[config.mk]
export PLATFORM = sky130hd
export DESIGN_NAME = load_store_unit
export DESIGN_NICKNAME = d
export VERILOG_FILES = /design/src/rtl/load_store_unit.sv
export SDC_FILE = /design/constraint.sdc
export NUM_CORES = 1
export LEC_CHECK = 0
export CAP_MARGIN = 20
export CORE_ASPECT_RATIO = 1.25
export CORE_MARGIN = 3
export CORE_UTILIZATION = 25
export DETAILED_ROUTE_END_ITERATION = 10
export GPL_TIMING_DRIVEN = 0
export MAX_ROUTING_LAYER = met4
export PLACE_DENSITY_LB_ADDON = 0.3
export SLEW_MARGIN = 20
export SYNTH_ARGS = -nofsm -noshare
export SYNTH_HDL_FRONTEND = slang
export SYNTH_SLANG_ARGS = --single-unit
[constraint.sdc]
create_clock -name clk -period 2.4 [get_ports clk]
set_input_delay 0.36 -clock clk [delete_from_list [all_inputs] [get_ports clk]]
set_output_delay 0.36 -clock clk [all_outputs]
set_load 0.02 [all_outputs]
[src/rtl/load_store_unit.sv]
// RV32I load/store unit: one memory op at a time, word-aligned dmem port with byte enables,
// replicated store data and sign/zero-extended load results.
module load_store_unit (
    input  logic        clk,
    input  logic        rst,
    input  logic        req_valid,
    output logic        req_ready,
    input  logic        req_load,
    input  logic [2:0]  funct3,
    input  logic [31:0] addr,
    input  logic [31:0] store_data,
    output logic [31:0] dmem_address,
    output logic        dmem_read,
    output logic        dmem_write,
    output logic [3:0]  dmem_mbe,
    output logic [31:0] dmem_wdata,
    input  logic [31:0] dmem_rdata,
    input  logic        dmem_resp,
    output logic        rsp_valid,
    output logic [31:0] load_data,
    output logic        misaligned
);

    typedef enum logic [1:0] {IDLE, ACCESS, RESP} state_t;

    state_t      state, state_nxt;
    logic        op_load;
    logic [2:0]  op_f3;
    logic [1:0]  op_a;
    logic        is_byte, is_half, req_mis;
    logic [3:0]  mbe_nxt;
    logic [31:0] wdata_nxt, fmt_data;
    logic [7:0]  rd_byte;
    logic [15:0] rd_half;

    // funct3[1:0] selects the size; 011/110/111 fall through to word
    assign is_byte   = (funct3[1:0] == 2'b00);
    assign is_half   = (funct3[1:0] == 2'b01);
    assign req_mis   = is_half ? addr[0] : (!is_byte && (addr[1:0] != 2'b00));
    assign req_ready = (state == IDLE);

    always_comb begin
        state_nxt = state;
        case (state)
            IDLE:    if (req_valid) state_nxt = req_mis ? RESP : ACCESS;
            ACCESS:  if (dmem_resp) state_nxt = RESP;
            RESP:    state_nxt = IDLE;
            default: state_nxt = IDLE;
        endcase
    end

    always_comb begin
        mbe_nxt   = 4'b1111;
        wdata_nxt = store_data;
        if (is_byte) begin
            mbe_nxt   = 4'b0001 << addr[1:0];
            wdata_nxt = {4{store_data[7:0]}};
        end else if (is_half) begin
            mbe_nxt   = 4'b0011 << addr[1:0];
            wdata_nxt = {2{store_data[15:0]}};
        end
    end

    assign rd_byte = dmem_rdata[{op_a, 3'b000} +: 8];
    assign rd_half = op_a[1] ? dmem_rdata[31:16] : dmem_rdata[15:0];

    always_comb begin
        case (op_f3)
            3'b000:  fmt_data = {{24{rd_byte[7]}}, rd_byte};
            3'b100:  fmt_data = {24'b0, rd_byte};
            3'b001:  fmt_data = {{16{rd_half[15]}}, rd_half};
            3'b101:  fmt_data = {16'b0, rd_half};
            default: fmt_data = dmem_rdata;
        endcase
    end

    always_ff @(posedge clk) begin
        if (!rst) state <= IDLE;
        else      state <= state_nxt;
    end

    always_ff @(posedge clk) begin
        if (!rst) begin
            op_load      <= 1'b0;
            op_f3        <= 3'b0;
            op_a         <= 2'b0;
            dmem_address <= 32'b0;
            dmem_read    <= 1'b0;
            dmem_write   <= 1'b0;
            dmem_mbe     <= 4'b0;
            dmem_wdata   <= 32'b0;
            rsp_valid    <= 1'b0;
            load_data    <= 32'b0;
            misaligned   <= 1'b0;
        end else begin
            rsp_valid <= 1'b0;
            case (state)
                IDLE: if (req_valid) begin
                    op_load <= req_load;
                    op_f3   <= funct3;
                    op_a    <= addr[1:0];
                    if (req_mis) begin
                        // skip the memory entirely and report straight away
                        rsp_valid  <= 1'b1;
                        misaligned <= 1'b1;
                    end else begin
                        misaligned   <= 1'b0;
                        dmem_address <= {addr[31:2], 2'b00};
                        dmem_read    <= req_load;
                        dmem_write   <= !req_load;
                        dmem_mbe     <= req_load ? 4'b0 : mbe_nxt;
                        if (!req_load) dmem_wdata <= wdata_nxt;
                    end
                end
                ACCESS: if (dmem_resp) begin
                    dmem_read  <= 1'b0;
                    dmem_write <= 1'b0;
                    rsp_valid  <= 1'b1;
                    if (op_load) load_data <= fmt_data;
                end
                default: ;
            endcase
        end
    end

endmodule

### Word-level counts from Yosys, hierarchy flattened

Cells that the tools add are included.

* bits in registers: 110
* input bits: 104
* output and inout port bits: 105

* equality and inequality tests: 8
* shifts and indexed selects: 3
* multiplexer cells: 23
* bitwise gates (word level): 2
* reductions and logical operators: 14

Operator list (count)
* $pmux 32 s4: 1
* $mux 32: 2
* $shiftx 32x6->8: 1
* $mux 16: 1
* $mux 4: 3
* $mux 1: 9
* $reduce_and 4->1: 2
* $eq 3x3->1 const B: 2
* $mux 2: 3
* $ne 2x2->1 const B: 3
* $pmux 1 s2: 3
* $reduce_and 3->1: 2
* $eq 2x1->1 const B: 2
* $logic_not 2->1: 2
* $pmux 2 s2: 1
* $reduce_and 2->1: 2
* $reduce_bool 2->1: 2
* $shl 1x2->4 const A: 1
* $shl 2x2->4 const A: 1
* $eq 3x1->1 const B: 1
* $logic_not 3->1: 1
* $logic_not 1->1: 2
* $not 1->1: 2
* $logic_and 1x1->1: 1

### Logic depth before layout (Yosys ltp)

* word-level depth: 7
* depth in mapped cells: 8

### Least setup slack after synthesis

Ideal clock, no wire load.

* path type: input -> register
* start point: input addr[0]
* end point: register dmem_wdata[10]
* setup time: 0.116 ns
* data arrival time: 1.432 ns
* data required time: 2.284 ns
* slack: 0.852 ns
* cell stages on the path: 7
* cell sequence: inv_1 ha_1 nand2b_1 and3_1 buf_2 buf_2 o211a_1

* cells in the longest elaborated chain, start to end: 5

RTL lines
* from (decl): line 10 `input logic [31:0] addr,`
* $reduce_bool 2->1: line 39 `assign req_mis = is_half ? addr[0] : (!is_byte && (addr[1:0] != 2'b00));`
* $logic_and 1x1->1: line 39
* $mux 1 (*): line 39
* $not 1->1 (no source line) (*)
* $reduce_and 4->1 (no source line) (*)
* to (signal assigned): line 112 `if (!req_load) dmem_wdata <= wdata_nxt;`
* to (decl): line 16 `output logic [31:0] dmem_wdata,`

Every way passes the cells marked *; elsewhere a longest branch is shown, timed or not.
A chain may end at the register's enable or synchronous reset.

### Final worst setup path

* start point: input addr[1]
* end point: register dmem_wdata[26]

* cells in the longest elaborated chain, start to end: 5

RTL lines (line)
* $reduce_bool 2->1: 39
* $logic_and 1x1->1: 39
* $mux 1: 39
* $not 1->1 (no source line)
* $reduce_and 4->1 (no source line)

No other way between the ends.

==> results_dict.tcl <==
set metrics [dict create \
    status "complete, no violations" \
    synthFlopType "dfxtp_1" \
    die_w_um 134.6 \
    num_vias 4950 \
    p_leak_nw 2.979 \
    die_area_mm2 0.02245 \
    grt_usage 0.1599 \
    gp_congestion 0.8166 \
    slew_violations 0 \
    root_buffer "clkbuf_16" \
    drive_above_1_share 0.08748 \
    synth_area_leaders "dfxtp_1 (43%), nand2_1 (10%), mux2i_1 (6.6%)" \
    wl_per_cell_um 16.12 \
    min_period_ns 2.018 \
    tightest_slew_ns 0.6006 \
    chipHeight_um 166.8 \
    fp-row-count 58 \
    p_sw_frac 0.2729 \
    irDropWorstVdd_mv 0.2997 \
    setup_ws_ns 0.3821 \
    ys_seq_elements 110 \
    drt-initial-drc-count 290 \
    cpLargestDelayFamily "buffers and inverters" \
    reg2reg_depth 6 \
    drc_errors 0 \
    finalSetupViolCount 0 \
    power_frac_comb 0.200 \
    synth_largest_area_cell "dfxtp_1" \
    post_cts_buffers 0 \
    required_ns 2.68 \
    path_clk_slew_ns 0.08 \
    grt_pass1_wl_um 27350 \
    syn_area_per_cell_um2 8.586 \
    cts_buffers 9 \
    drt-total-wl_um 17620 \
    yosys_warnings 0 \
    min_path_cells 2 \
    crit_type "in -> reg" \
    fin_nets 926 \
    io_pins 209 \
    path_cells "clkdlybuf4s50_1 > inv_1 > ha_1 > nand2b_1 > nand3_1 > buf_2 > nand2_1 > a21boi_0" \
    fin_crit_sh 0.8408 \
    synth_top_area_frac 0.4260 \
    crit_slowest_cell "clkdlybuf4s50_1" \
    synth_seq_area_share 0.4260 \
    port_buffers 204 \
    relSlewSlack 0.5988 \
    timing.hold.ws_ns 0.3905 \
    overflow 0 \
    seqPwrFrac 0.437 \
    p_int_mw 3.225 \
    yosysUniqueCellTypes 49 \
    antenna_found_initial 0 \
    syn_inst 602 \
    dr.pass1.iters 6 \
    initial_utilization 0.2553 \
    critPathMaxStageDelay_ns 0.58 \
    pre_cts_ws_ns -0.03380 \
    pwr-share-clk 0.362 \
    ctsHoldBuffers 0 \
    min_to "dmem_wdata[27]" \
    timing.critical_path.buf_inv 3 \
    p_per_area_mw_per_mm2 563.6 \
    antennaDiodeCount 0 \
    drtAntennaViolNets 0 \
    h-tree-depth 3 \
    post-route-util 0.3887 \
    synth-edff-count 0 \
    grt_max_degree 19 \
    hp-class "in -> reg" \
    reg2reg_slack_ns 0.52 \
    maxCapViolCount 0 \
    insertion_delay_ns 0.36 \
    clock-sinks 110 \
    end_kind "flop" \
    grt_setup_unrepaired "no" \
    syn-cell-area_mm2 0.005169 \
    r2r-end "load_data[21]" \
    dpl.hpwl_um 13720 \
    r2r-start "op_a[0]" \
    cts-resized-gates 0 \
    coreArea_mm2 0.02025 \
    crit_fanout 10 \
    start_kind "input pin" \
    skew_ns 0.009830 \
    power.net_switching_mw 1.211 \
    fmax_mhz 495.6 \
    ys_async_sr_fraction 0 \
    clock_path_buffers 2 \
    hold_viol 0 \
    area_growth_pct 52.26 \
    hold_start "rst" \
    grt_pass1_vias 4958 \
    via_per_inst 4.529 \
    cp.arrival_ns 2.30 \
    cts_tree "yes" \
]
==> Yosys cell counts, types with 3 or more instances <==
library cell  instances
o211a_1              16
a21oi_1              23
dfxtp_1             110
nor2_1               13
nand3b_1             14
a211oi_1              7
a21oi_2              10
ha_1                  4
a21boi_0             10
nand2b_1              3
inv_1                 3
mux2i_1              34
nor3_1                3
nand3_1              16
a31o_2                3
a21boi_1             42
nand2_1             139
nor3b_1               5
buf_6                 3
o21ai_0              53
buf_2                22
clkbuf_1             20
buf_4                10
nor2b_1               9
==> per-stage QoR <==
step,TNS [ns],power (mW),cell area [um2],cells
final,0,4.436,7870,1093
after global routing,0,4.665,7870,1093
after CTS,0,4.515,7870,1093
after detailed placement,-0.1319,2.880,7552,1077
after global placement,-0.05041,2.878,7552,1077
after floorplan,0,2.431,5172,603
==> worst max-delay path by stage <==
stage / endpoint / cells past startpoint / from / slack, ns
after detailed placement: dmem_wdata[27] / 8 / addr[1] / -0.03
after floorplan: dmem_wdata[10] / 7 / addr[0] / 0.85
after CTS: dmem_wdata[26] / 8 / addr[1] / 0.34
after global routing: dmem_wdata[25] / 8 / addr[0] / 0.18
after global placement: dmem_wdata[26] / 8 / addr[1] / -0.02
final: dmem_wdata[26] / 8 / addr[1] / 0.38
==> power by group through the flow <==
stage               registers (mW)  logic, mW  clock network [mW]
floorplan                     2.07      0.364                   0
detailed placement            1.98      0.897                   0
global placement              1.98      0.895                   0
finish                        1.94      0.889                1.61
CTS                           1.94      0.900                1.67
global route                  1.95      0.966                1.75
==> cell type report <==
class | instances | area, um2
buffer | 56 | 297.8
clock buffer | 11 | 252.7
clock inverter | 5 | 65.06
fill | 2063 | 12380
inverter | 3 | 11.26
multi-input combinational | 434 | 2661
sequential | 110 | 2202
tap | 270 | 337.8
timing repair buffer | 204 | 2042
==> state kept, by name, summed over array words and instances, names as in the netlist <==
register	flops
dmem_address	30
dmem_mbe	4
dmem_read	1
dmem_wdata	32
dmem_write	1
load_data	32
misaligned	1
op_a	2
op_f3	3
op_load	1
rsp_valid	1
state	2
==> logic make-up (layout without fill, tap and decap cells) <==
| logic type | after synthesis | after routing | synth area share |
|---|---|---|---|
| buf+inv | 59 | 279 | 0.05979 |
| fa+ha+maj | 4 | 4 | 0.009683 |
| simple gates | 212 | 212 | 0.1895 |
| flops | 110 | 110 | 0.4260 |
| mux | 36 | 36 | 0.07238 |
| other cells | 1 | 2 | 0.0007255 |
| compound gates | 180 | 180 | 0.2418 |
==> layer usage <==
| layer | track usage | vias up | part of all wire |
|---|---|---|---|
| met4 | 0.05182 | 0 | 0.015 |
| met2 | 0.2748 | 142 | 0.51 |
| met3 | 0.02810 | 15 | 0.050 |
| met1 | 0.1887 | 2266 | 0.43 |
| met5 | - | - | 0 |
| li1 | - | 2527 | - |
==> cell usage in the layout, fill, tap and decap left out, types with 2 or more instances in the layout <==
cell type        instances
and3_1                   2
dfxtp_1                110
a31o_2                   3
a21oi_2                 10
a21oi_1                 23
inv_1                    3
mux2i_1                 34
nor2b_1                  9
buf_6                    3
a211oi_1                 7
ha_1                     4
o211a_1                 16
clkbuf_8                 2
a21boi_0                10
nand2b_1                 3
clkdlybuf4s50_1        204
nand2_1                139
nor2_1                  13
a311oi_1                 2
clkbuf_1                20
o22ai_1                  2
o311a_1                  2
nor3_1                   3
buf_2                   22
clkbuf_16                9
a32oi_1                  2
buf_4                   10
o21ai_0                 53
inv_6                    2
a21boi_1                42
conb_1                   2
nor3b_1                  5
nand3_1                 16
nand3b_1                14
clkinv_4                 2
No activity file was read; power rests on OpenSTA's default activity.
